<file path="src/rtl/code_lock_pkg.sv">
// Shared types and helpers for the code_lock combination lock.
package code_lock_pkg;

  localparam logic [1:0] ST_LOCKED_ENC   = 2'd0;
  localparam logic [1:0] ST_UNLOCKED_ENC = 2'd1;
  localparam logic [1:0] ST_PROGRAM_ENC  = 2'd2;
  localparam logic [1:0] ST_LOCKOUT_ENC  = 2'd3;

  typedef enum logic [1:0] {
    ST_LOCKED   = ST_LOCKED_ENC,
    ST_UNLOCKED = ST_UNLOCKED_ENC,
    ST_PROGRAM  = ST_PROGRAM_ENC,
    ST_LOCKOUT  = ST_LOCKOUT_ENC
  } code_lock_state_t;

  // Bits needed to hold the values 0..n inclusive (never less than one bit).
  function automatic int cnt_w(input int n);
    if (n < 1) return 1;
    else return $clog2(n + 1);
  endfunction

endpackage

</file>
<file path="src/rtl/entry_shift.sv">
// Symbol entry shift register with saturating count and sticky overflow flag.
module entry_shift
  import code_lock_pkg::*;
#(
  parameter int SYM_W    = 1,
  parameter int CODE_LEN = 8
) (
  input  logic                            clk,
  input  logic                            reset_n,
  input  logic                            zap,
  input  logic                            shift,
  input  logic [SYM_W-1:0]                sym,
  output logic [CODE_LEN*SYM_W-1:0]       entry,
  output logic [cnt_w(CODE_LEN)-1:0]      entry_count,
  output logic                            overflow
);

  localparam int EW = CODE_LEN * SYM_W;
  localparam int CW = cnt_w(CODE_LEN);

  // Shift in one symbol per accepted sym_valid; zap wipes the whole entry.
  always_ff @(posedge clk) begin
    if (!reset_n) begin
      entry       <= '0;
      entry_count <= '0;
      overflow    <= 1'b0;
    end else if (zap) begin
      entry       <= '0;
      entry_count <= '0;
      overflow    <= 1'b0;
    end else if (shift) begin
      entry <= (entry << SYM_W) | EW'(sym);
      if (entry_count == CW'(CODE_LEN)) overflow <= 1'b1;
      else entry_count <= entry_count + CW'(1);
    end else begin
      entry       <= entry;
      entry_count <= entry_count;
      overflow    <= overflow;
    end
  end

endmodule

</file>
<file path="src/rtl/code_lock.sv">
// Multi-symbol combination lock with reprogrammable code.
// Define CODE_LOCK_LOCKOUT_EN to enable the attempt counter and timed lockout.
module code_lock
  import code_lock_pkg::*;
#(
  parameter int                          SYM_W          = 1,
  parameter int                          CODE_LEN       = 8,
  parameter logic [CODE_LEN*SYM_W-1:0]   DEFAULT_CODE   = '0,
  parameter int                          MAX_TRIES      = 3,
  parameter int                          LOCKOUT_CYCLES = 1024
) (
  input  logic                           clk,
  input  logic                           reset_n,
  input  logic                           sym_valid,
  input  logic [SYM_W-1:0]               sym,
  input  logic                           enter,
  input  logic                           clear,
  input  logic                           prog,
  input  logic                           relock,
  output logic                           locked,
  output logic                           lockout,
  output logic                           accept,
  output logic                           reject,
  output logic [CODE_LEN*SYM_W-1:0]      entry,
  output logic [cnt_w(CODE_LEN)-1:0]     entry_count,
  output logic [cnt_w(MAX_TRIES)-1:0]    fail_count
);

  localparam int EW = CODE_LEN * SYM_W;
  localparam int CW = cnt_w(CODE_LEN);
  localparam int FW = cnt_w(MAX_TRIES);
  localparam int TW = cnt_w(LOCKOUT_CYCLES);

  code_lock_state_t state_r, state_s;
  logic [EW-1:0]    code_r, code_s;
  logic [FW-1:0]    fail_r, fail_s;
  logic [TW-1:0]    timer_r, timer_s;
  logic             accept_s, reject_s, zap_s, shift_s, valid_s, overflow_s;

  entry_shift #(.SYM_W(SYM_W), .CODE_LEN(CODE_LEN)) u_entry (
    .clk         (clk),
    .reset_n     (reset_n),
    .zap         (zap_s),
    .shift       (shift_s),
    .sym         (sym),
    .entry       (entry),
    .entry_count (entry_count),
    .overflow    (overflow_s)
  );

  assign valid_s    = (entry_count == CW'(CODE_LEN)) && !overflow_s;
  assign fail_count = fail_r;

  // Next-state logic; input priority is enter, clear, relock/prog, sym_valid.
  always_comb begin
    state_s  = state_r;
    code_s   = code_r;
    fail_s   = fail_r;
    timer_s  = timer_r;
    accept_s = 1'b0;
    reject_s = 1'b0;
    zap_s    = 1'b0;
    shift_s  = 1'b0;
    case (state_r)
      ST_LOCKED: begin
        if (enter) begin
          zap_s = 1'b1;
          if (valid_s && (entry == code_r)) begin
            accept_s = 1'b1;
            fail_s   = '0;
            state_s  = ST_UNLOCKED;
          end else begin
            reject_s = 1'b1;
`ifdef CODE_LOCK_LOCKOUT_EN
            fail_s = fail_r + FW'(1);
            if (fail_r == FW'(MAX_TRIES - 1)) begin
              state_s = ST_LOCKOUT;
              timer_s = TW'(LOCKOUT_CYCLES - 1);
            end else begin
              state_s = ST_LOCKED;
            end
`endif
          end
        end else if (clear) begin
          zap_s = 1'b1;
        end else begin
          shift_s = sym_valid;
        end
      end
      ST_UNLOCKED: begin
        if (enter) begin
          zap_s    = 1'b1;
          reject_s = 1'b1;
        end else if (clear) begin
          zap_s = 1'b1;
        end else if (relock) begin
          state_s = ST_LOCKED;
        end else if (prog) begin
          state_s = ST_PROGRAM;
        end else begin
          shift_s = sym_valid;
        end
      end
      ST_PROGRAM: begin
        if (enter) begin
          zap_s = 1'b1;
          if (valid_s) begin
            code_s   = entry;
            accept_s = 1'b1;
            state_s  = ST_UNLOCKED;
          end else begin
            reject_s = 1'b1;
          end
        end else if (clear) begin
          zap_s = 1'b1;
        end else begin
          shift_s = sym_valid;
        end
      end
      ST_LOCKOUT: begin
        // Only reachable with lockout enabled; every input is ignored here.
        if (timer_r == '0) begin
          state_s = ST_LOCKED;
          fail_s  = '0;
        end else begin
          timer_s = timer_r - TW'(1);
        end
      end
      default: begin
        state_s = ST_LOCKED;
      end
    endcase
  end

  // State, stored code, counters and registered status outputs.
  always_ff @(posedge clk) begin
    if (!reset_n) begin
      state_r <= ST_LOCKED;
      code_r  <= DEFAULT_CODE;
      fail_r  <= '0;
      timer_r <= '0;
      accept  <= 1'b0;
      reject  <= 1'b0;
      locked  <= 1'b1;
      lockout <= 1'b0;
    end else begin
      state_r <= state_s;
      code_r  <= code_s;
      fail_r  <= fail_s;
      timer_r <= timer_s;
      accept  <= accept_s;
      reject  <= reject_s;
      locked  <= !((state_s == ST_UNLOCKED) || (state_s == ST_PROGRAM));
      lockout <= (state_s == ST_LOCKOUT);
    end
  end

endmodule
</file>
<file path="config.mk">
export PLATFORM = sky130hd
export DESIGN_NAME = code_lock
export DESIGN_NICKNAME = d
export VERILOG_FILES = /design/src/rtl/code_lock_pkg.sv /design/src/rtl/entry_shift.sv /design/src/rtl/code_lock.sv
export SDC_FILE = /design/constraint.sdc
export NUM_CORES = 1
export LEC_CHECK = 0
export ABC_AREA = 1
export CAP_MARGIN = 25
export CELL_PAD_IN_SITES_DETAIL_PLACEMENT = 1
export CELL_PAD_IN_SITES_GLOBAL_PLACEMENT = 1
export CORE_MARGIN = 8
export CORE_UTILIZATION = 35
export DETAILED_ROUTE_END_ITERATION = 8
export PLACE_DENSITY_LB_ADDON = 0.1
export RECOVER_POWER = 100
export SYNTH_ARGS = -nofsm -noshare
export SYNTH_HDL_FRONTEND = slang
export SYNTH_SLANG_ARGS = --single-unit
</file>
<file path="constraint.sdc">
create_clock -name clk -period 3.3 [get_ports clk]
set_input_delay 0.66 -clock clk [delete_from_list [all_inputs] [get_ports clk]]
set_output_delay 0.66 -clock clk [all_outputs]
set_load 0.03 [all_outputs]
</file>
==> summary.txt <==
Floorplan
  • Die ar.: 8214 um^2
  • Die Y: 90.63 um
  • Chip width: about 91 um
  • Ports: 26
  • Num rows: 27
  • Core area: approximately 5400 um^2
  • Effective utilization at floorplan: 35.84%

STA
  • Final period utilization: 75.91%
  • Setup TNS: 0 ns
  • Clock period minus worst slack: about 2.5 ns
  • Achievable frequency: 0.3992 GHz
  • Slew HR: 51.42%
  • Worst hold slack: 0.4671 ns
  • Slew @ Worst Pin: 0.7288 ns
  • RSZ-0062 raised after global routing: no
  • Final Max Slew Viols: 0
  • Fin. Hold Viols: 0
  • Clock skew: between 0.005 and 0.006 ns
  • Final setup viols: 0

Global routing
  • Met3 global-route usage: 3.325%
  • GR Util All Layers: 12.05%
  • GRT met1 Usage: 12.99%
  • First-pass GRT wire length: 8128 um
  • Met2 GRT Util: 21.68%
  • Antenna violations before repair: 0
  • Congestion Overflow GR: 0
  • Largest net degree at the start of global routing: 15
  • Gr busiest metal: met2
  • Vias in the first global route: 1828

Power
  • Register share of total power: a little over half
  • Leakage: 0.9941 nW
  • Pwr Total: between 0.8 and 0.9 mW
  • Internal power: 0.6462 mW
  • Worst VDD drop: ~130 uV
  • Switching share of power: 23.55%
  • Logic gate share of total power: 5.6%
  • Net switching power: 0.1990 mW
  • Clock power frac: 39.8%
  • PD cells: 375.7 nW/um^2

Run
  • Max Cap Viol: 0

Synthesis
  • Netlist Area Pre-Place: around 1900 um^2
  • Simple-gate share of the synthesized area: 28.75%
  • Area leader, netlist: dfxtp_1
  • Synth Area in Compound Gates: 13.48%
  • XOR/XNOR share of the synthesized area: 6.290%
  • Ys Warns: 0
  • Synth area leaders: dfxtp_1 39%, nand2_1 13%, a21oi_1 6.9%
  • Mapped Cells: 264
  • Sequential fraction of the synthesis area: 39.02%
  • Post-synthesis adder-cell area fraction: roughly 3.2%
  • Syn Area/Cell: approximately 7.4 um^2
  • Yosys top cell area share: 39.02%
  • Synthesized flop and latch total: 38
  • Post-synthesis cell type count: 28
  • Mux cell area share after synthesis: 0%
  • Main combinational cell family by area after synthesis: simple AND/OR/NAND/NOR gates

Clocking
  • CTS Sinks: 38
  • Worst-Skew Late Latency: 0.29 ns
  • CTS Buf Count: 5
  • Post-CTS Setup Bufs: 0
  • Cts repair resizes: 0
  • Clock transition at path regs: about 0.070 ns
  • CTS tree: built
  • H-tree depth: 2
  • Hold buffers post-CTS: 0
  • Clock Tree Buf Depth: 2
  • CTS Root Cell: clkbuf_8

Finish
  • Commonest cells after routing, fill and taps aside: 69 x nand2_1, 38 x dfxtp_1, 32 x nor2_1
  • Fillers: 707
  • Syn-to-layout area delta: 15.40%
  • Commonest non-fill, non-tap cell in the layout: nand2_1
  • Final cell count without fillers: roughly 360
  • Diodes inserted: 0
  • Layout cells sized above 1: 6.897%
  • Multi-input logic area: 950.9 um^2
  • Share of the core filled with cells: about two fifths
  • Register Area: roughly 760 um^2
  • Nets@finish: ~300

Route
  • Detailed Routing Iterations Pass 1: 4
  • Avg WL per Cell: about 13 um
  • DR vias: roughly 1700
  • Vias/cell: approximately 4.6
  • Antenna Violating Nets Remaining: 0
  • Detailed-route DRC error count: 0
  • Initial DRC count: 66
  • Routed WL: 4571 um

Worst setup path
  • Reg2Reg Setup Slack: a little over 1 ns
  • Critical Path Sink Type: register
  • Startpoint types: input pin
  • CP Max Fanout: 11
  • Reg2reg start: u_entry.entry_count[0]
  • Crit Path Category: in -> reg
  • CP required: ~3.5 ns
  • Crit path DAT: 2.72 ns
  • Critical Path Start: enter

Placement
  • Final GP Congestion: 0.7586
  • Port bufs: 23
  • Placed cell count: 354
  • Detailed placement HPWL: ~3400 um

Status
  • Status: completed

Worst hold path
  • Hold WC Path Type: reg -> reg
  • Hold path start: u_entry.overflow
[cell usage after synthesis, drive strengths merged]
cell	number
nand3b	1
clkbuf	1
inv	29
conb	1
a21oi	30
o21ai	18
nor2	36
dfxtp	38
ha	5
nand2	72
buf	7
xor2	7
nand3	11
xnor2	7
nand4	1
[path summary, 6_finish.rpt]
path,to,depth (start not counted)
setup / recovery,u_entry.entry_count[0],6
hold / removal,u_entry.overflow,2
setup reg to reg,locked,12
hold reg to reg,u_entry.overflow,2
[flip-flops by register name (all words and copies together), names as in the netlist]
| register | count |
|---|---|
| u_entry.overflow | 1 |
| reject | 1 |
| u_entry.entry_count | 4 |
| state_r | 2 |
| timer_r | 11 |
| lockout | 1 |
| u_entry.entry | 8 |
| locked | 1 |
| accept | 1 |
| code_r | 8 |
[worst max-delay path: stages]
cell	delay [ns]
dlygate4sd3_1	0.59
nor2_1	0.24
clkinv_1	0.17
a21oi_1	0.60
clkinv_1	0.28
a21oi_1	0.18
[through the flow]
step	instance area [um^2]	setup WS (ns)
final	2250	0.7948
after global routing	2250	0.5988
after CTS	2315	1.130
after detailed placement	2223	1.004
after global placement	2223	1.025
after floorplan	1953	1.503
[cell families after synthesis]
group,Yosys count
flip-flops,38
adder cells (fa/ha/maj),5
AND/OR/NAND/NOR,121
AO/OA/AOI/OAI,48
other,1
XOR/XNOR,14
buffers and inverters,37
[layout make-up]
type	count	area share (%)
multi-input combinational	190	42.27
sequential	38	33.82
timing repair buffer	25	10.90
inverter	29	4.950
tap	72	4.004
clock buffer	7	3.838
clock inverter	1	0.2225
[metal layers]
| metal | vias to the layer above | share of wire (%) |
|---|---|---|
| met1 | 770 | 48 |
| li1 | 874 | - |
| met4 | 0 | 1.6 |
| met5 | - | 0 |
| met3 | 7 | 2.2 |
| met2 | 18 | 48 |
[power by group through the flow]
stage	logic [mW]	clock network, mW	registers [mW]
after detailed placement	0.0519	0	0.473
after global placement	0.0514	0	0.473
after global routing	0.0525	0.369	0.462
after floorplan	0.0292	0	0.477
final	0.0470	0.336	0.462
after CTS	0.0522	0.350	0.462
Note: power is estimated with default switching activity, not from simulation.
